===== src/rtl/code_counter_pkg.sv =====
// Shared defaults, count type and prescaler-width helper for the dual event counter.
package code_counter_pkg;

    localparam int DEFAULT_WIDTH = 64;
    localparam int DEFAULT_DIV   = 4;

    typedef logic [DEFAULT_WIDTH-1:0] count_t;

    // A DIV of 1 or 2 still needs a one-bit prescaler register.
    function automatic int pcnt_width(input int div);
        return (div <= 2) ? 1 : $clog2(div);
    endfunction

endpackage


===== src/rtl/code_dual_counter_if.sv =====
// Select/enable inputs and the two count outputs of the dual event counter.
interface code_dual_counter_if #(parameter int WIDTH = 64);

    logic             Slt;
    logic             En;
    logic [WIDTH-1:0] Output0;
    logic [WIDTH-1:0] Output1;

    modport master (output Slt, output En, input Output0, input Output1);
    modport slave  (input Slt, input En, output Output0, output Output1);

endinterface


===== src/rtl/code_prescaler.sv =====
// Divide-by-DIV prescaler; wrap_o strobes on the enabled tick that wraps pcnt back to zero.
module code_prescaler
    import code_counter_pkg::*;
#(
    parameter int DIV = DEFAULT_DIV
) (
    input  logic Clk,
    input  logic Reset,
    input  logic tick_en,
    output logic wrap_o
);

    localparam int PW = pcnt_width(DIV);

    logic [PW-1:0] pcnt_q;
    logic [PW-1:0] pcnt_d;
    logic          at_top;

    assign at_top = (pcnt_q == PW'(DIV - 1));
    assign wrap_o = tick_en & at_top;

    always_comb begin
        pcnt_d = pcnt_q;
        if (tick_en) begin
            pcnt_d = at_top ? '0 : pcnt_q + PW'(1);
        end
    end

    always_ff @(posedge Clk) begin
        if (!Reset) begin
            pcnt_q <= '0;
        end else begin
            pcnt_q <= pcnt_d;
        end
    end

endmodule


===== src/rtl/code_dual_counter.sv =====
// Dual event counter: channel 0 counts every enabled Slt=0 cycle, channel 1 every DIV-th Slt=1 cycle.
// Define CODE_COUNTER_SATURATE_EN to make both counters stick at all-ones instead of wrapping.
module code_dual_counter
    import code_counter_pkg::*;
#(
    parameter int WIDTH = DEFAULT_WIDTH,
    parameter int DIV   = DEFAULT_DIV
) (
    input  logic                Clk,
    input  logic                Reset,
    code_dual_counter_if.slave  bus
);

    logic [WIDTH-1:0] out0_q;
    logic [WIDTH-1:0] out0_d;
    logic [WIDTH-1:0] out1_q;
    logic [WIDTH-1:0] out1_d;
    logic             p_wrap;

    function automatic logic [WIDTH-1:0] bump(input logic [WIDTH-1:0] v);
`ifdef CODE_COUNTER_SATURATE_EN
        return (v == '1) ? v : v + WIDTH'(1);
`else
        return v + WIDTH'(1);
`endif
    endfunction

    // The prescaler keeps cycling even when Output1 is saturated.
    code_prescaler #(.DIV(DIV)) u_prescaler (
        .Clk     (Clk),
        .Reset   (Reset),
        .tick_en (bus.En & bus.Slt),
        .wrap_o  (p_wrap)
    );

    always_comb begin
        out0_d = out0_q;
        out1_d = out1_q;
        if (bus.En && !bus.Slt) begin
            out0_d = bump(out0_q);
        end
        if (p_wrap) begin
            out1_d = bump(out1_q);
        end
    end

    always_ff @(posedge Clk) begin
        if (!Reset) begin
            out0_q <= '0;
            out1_q <= '0;
        end else begin
            out0_q <= out0_d;
            out1_q <= out1_d;
        end
    end

    assign bus.Output0 = out0_q;
    assign bus.Output1 = out1_q;

endmodule


===== src/flat_wrapper.sv =====
// flat-port wrapper written by rule: the top's interface ports become plain ports
module code_dual_counter_flat import code_counter_pkg::*;
#(
    parameter int WIDTH = DEFAULT_WIDTH,
    parameter int DIV   = DEFAULT_DIV
)
  (Clk, Reset, bus_Slt, bus_En, bus_Output0, bus_Output1);
  code_dual_counter_if #(.WIDTH(WIDTH)) bus_i ();
  input  logic Clk;
  input  logic Reset;
  input wire logic [$bits(bus_i.Slt)-1:0] bus_Slt;
  input wire logic [$bits(bus_i.En)-1:0] bus_En;
  output wire logic [$bits(bus_i.Output0)-1:0] bus_Output0;
  output wire logic [$bits(bus_i.Output1)-1:0] bus_Output1;
  assign bus_i.Slt = bus_Slt;
  assign bus_i.En = bus_En;
  assign bus_Output0 = bus_i.Output0;
  assign bus_Output1 = bus_i.Output1;
  code_dual_counter #(.WIDTH(WIDTH), .DIV(DIV)) u_core (.Clk(Clk), .Reset(Reset), .bus(bus_i));
endmodule

===== config.mk =====
export PLATFORM = sky130hd
export DESIGN_NAME = code_dual_counter_flat
export DESIGN_NICKNAME = d
export VERILOG_FILES = /design/src/rtl/code_counter_pkg.sv /design/src/rtl/code_dual_counter_if.sv /design/src/rtl/code_prescaler.sv /design/src/rtl/code_dual_counter.sv /design/src/flat_wrapper.sv
export SDC_FILE = /design/constraint.sdc
export NUM_CORES = 1
export LEC_CHECK = 0
export BUFFER_PORTS_ARGS = -buffer_cell sky130_fd_sc_hd__buf_2
export CAP_MARGIN = 20
export CORE_MARGIN = 4
export CORE_UTILIZATION = 40
export CTS_BUF_LIST = sky130_fd_sc_hd__clkbuf_16
export CTS_CLUSTER_DIAMETER = 200
export DETAILED_ROUTE_END_ITERATION = 7
export SETUP_SLACK_MARGIN = 0.15
export SYNTH_ARGS = -nofsm -noshare
export SYNTH_HDL_FRONTEND = slang
export SYNTH_HIERARCHICAL = 1
export SYNTH_SLANG_ARGS = --single-unit

===== constraint.sdc =====
create_clock -name Clk -period 4 [get_ports Clk]
set_input_delay 0 -clock Clk [delete_from_list [all_inputs] [get_ports Clk]]
set_output_delay 0 -clock Clk [all_outputs]
set_load 0.02 [all_outputs]

==> metrics <==
Row Count 46; CTS Hold Bufs 2; Power Density 354 nW/um^2; Hold WS 0.117 ns; Pre-antenna DRT Iters 5; Worst Path Required 4.32 ns; Die Footprint 18100 sq um; startpoint types flip-flop; Post-synth EDFFs 0; final WL 17700 microns; Hold Path Class input port to flip-flop; via count 6174; Final ANT Viol Nets 0; Setup Crit Path Kind flip-flop to flip-flop; Post-Place Cell Area 7250 sq um; clock sinks 130; number of remaining DRC errors 0; Yosys warning total 6; setup repair bufs after CTS 0; top-count cell post-synth dfxtp_1; worst hold path startpoint bus_En; count of final max-slew check failures 0; Hold Vio Cnt, Final 0; GP Congestion 0.842; leading area contributor after synthesis dfxtp_1; crit path max fanout 17; share of synthesized flip-flops with an asynchronous set or reset 0; initial antenna violation count 0; Largest stage delay, worst path 0.58 ns; Crit. End Element flip-flop; Tot GR Track Use 0.195; Tcrit/Tclk final 0.677; post-layout minimum cycle time 2.71 ns; status complete, no violations; Die X 135 microns; unrepaired setup endpoints after global routing no; mapped cell area 6420 sq um; clock-pin slew on the worst setup and hold paths 0.05 ns; clk buf depth 2; Starting DRT DRC Count 493; final setup vio count 0; n_diodes 0; CP startpoint u_core/u_prescaler/pcnt_q[0]$_SDFFE_PN0P_; slowest CP cell or4_1; number of global-route vias before repair 5555; fill count 1548; Root Driver clkbuf_16; slew margin rel. 0.443; Starting Density 0.405; LEAKAGE 2.91 nW; crit-path leading delay family simple AND/OR/NAND/NOR gates; Commonest cells post-synth dfxtp_1 (130), nor2_1 (89), nand2_1 (57); post-cts resize count 0; CP arrival 3.03 ns; top post-synthesis cells by area dfxtp_1 (41%), nor2_1 (5.2%), nand4_1 (4.9%); synthesis-stage register bit count 130; Core ar. 15800 sq um; R2R Path Start u_core/u_prescaler/pcnt_q[0]$_SDFFE_PN0P_; total gr overflow 0; maximum clock rate 369 MHz; I/O Pins 132; Synth Instances 764; max-cap violations 0; post-synthesis sequential area ratio 0.406; clock skew 0.00934 ns; final core occ 0.493; height of the chip 135 microns; peak supply drop 0.000297 V; Yosys top cell area share 0.406; Synth Area per Inst 8.40 sq um; CP cell instances ha_1 > and2_2 > clkinv_1 > nor4_1 > nand4_1 > or4_1 > a21oi_1; layout cells sized above 1 0.206; HPWL after DPL 12600 microns; Area growth, synth to finish 21.7%; drt via density 5.51; Worst Path Buf+Inv 1; Synthesized Nets 771; Cell variety after synth 46; Routed wire per std cell 15.8 microns; largest net degree at the start of global routing 75; prevailing post-synth register cell dfxtp_1; CTS tree yes; worst skew pair latency 0.42 ns; total power 2.77 mW; Final Cell Area 7810 sq um; setup TNS 0 ns; Port Buffers 131; number of buffers created by CTS 17; first-pass GRT wire length 28700 microns; H-tree lvl count 4; slew at the pin closest to its max-slew limit 0.827 ns; Layout Nets 900
-- kinds of logic (layout without fill, tap and decap cells) --
kind of cell / count (synthesis) / after routing / share of synthesized area
simple gates: 400 / 400 / 0.361
compound gates: 119 / 119 / 0.105
mux: 5 / 5 / 0.00780
xor+xnor: 65 / 65 / 0.0887
fa+ha+maj: 3 / 3 / 0.00585
flops: 130 / 130 / 0.406
buf+inv: 42 / 183 / 0.0259
-- metrics by stage --
step	std cells	setup WS [ns]
after floorplan	764	1.77
after global placement	1088	1.38
after detailed placement	1088	1.30
after CTS	1121	1.30
after global routing	1121	1.00
final	1121	1.29
-- tightest hold or removal path, stage by stage --
cell and delay (ns):
buf_2 0.12, nor2b_1 0.18, xnor2_1 0.15, nor2_1 0.04
-- layout make-up --
type	instances	area (sq um)	area share
clock buffers	17	425	0.0545
clock inverters	14	110	0.0141
inverters	18	68.8	0.00881
multi-input cells	592	3650	0.467
flip-flops and latches	130	2600	0.333
well taps	216	270	0.0346
repair buffers	134	683	0.0875
-- registers in the layout (all words and copies together) (netlist names) --
signal / flops
u_core/bus.Output0: 64
u_core/bus.Output1: 64
u_core/u_prescaler/pcnt_q: 2
-- power breakdown --
group	total (mW)	internal, mW	switching, mW
clock	1.43	0.888	0.537
combinational	0.0396	0.00955	0.0301
sequential	1.30	1.30	0.00214
-- routing by layer --
| layer | share of wire | routed length, microns | track usage | vias up |
|---|---|---|---|---|
| li1 | - | - | - | 3080 |
| met1 | 0.48 | 8450 | 0.266 | 2903 |
| met2 | 0.45 | 7980 | 0.297 | 171 |
| met3 | 0.056 | 990 | 0.0503 | 20 |
| met4 | 0.015 | 274 | 0.0718 | 0 |
| met5 | 0 | 0 | 0 | - |
-- path summary, 6_finish.rpt --
path                                                       endpoint  slack (ns)  cells past startpoint
worst max-delay path            u_core/bus.Output1[52]$_SDFFE_PN0P_        1.29                      7
worst max register to register  u_core/bus.Output1[52]$_SDFFE_PN0P_        1.29                      7
worst min register to register  u_core/bus.Output0[63]$_SDFFE_PN0P_        0.47                      2
worst min-delay path             u_core/bus.Output0[0]$_SDFFE_PN0P_        0.12                      4
-- cell usage in the layout (no fill, tap or decap), types with 5 or more instances in the layout --
cell / synthesis / final
and4_1: 5 / 5
clkbuf_16: 0 / 17
nand3_1: 41 / 41
or2_2: 6 / 6
buf_2: 1 / 131
o31ai_1: 25 / 25
inv_1: 16 / 22
nand4_2: 6 / 6
xor2_1: 35 / 35
mux2i_1: 5 / 5
xnor2_1: 30 / 30
a21oi_1: 56 / 56
o21ai_0: 31 / 31
dfxtp_1: 130 / 130
or4_1: 28 / 28
and3_1: 9 / 9
nor2_1: 89 / 89
nor3_1: 16 / 16
or3_1: 33 / 33
nand2_1: 57 / 57
o21a_1: 6 / 6
nand4_1: 50 / 50
nor4_1: 26 / 26
clkinv_2: 0 / 5
(Power assumes the default switching activity.)
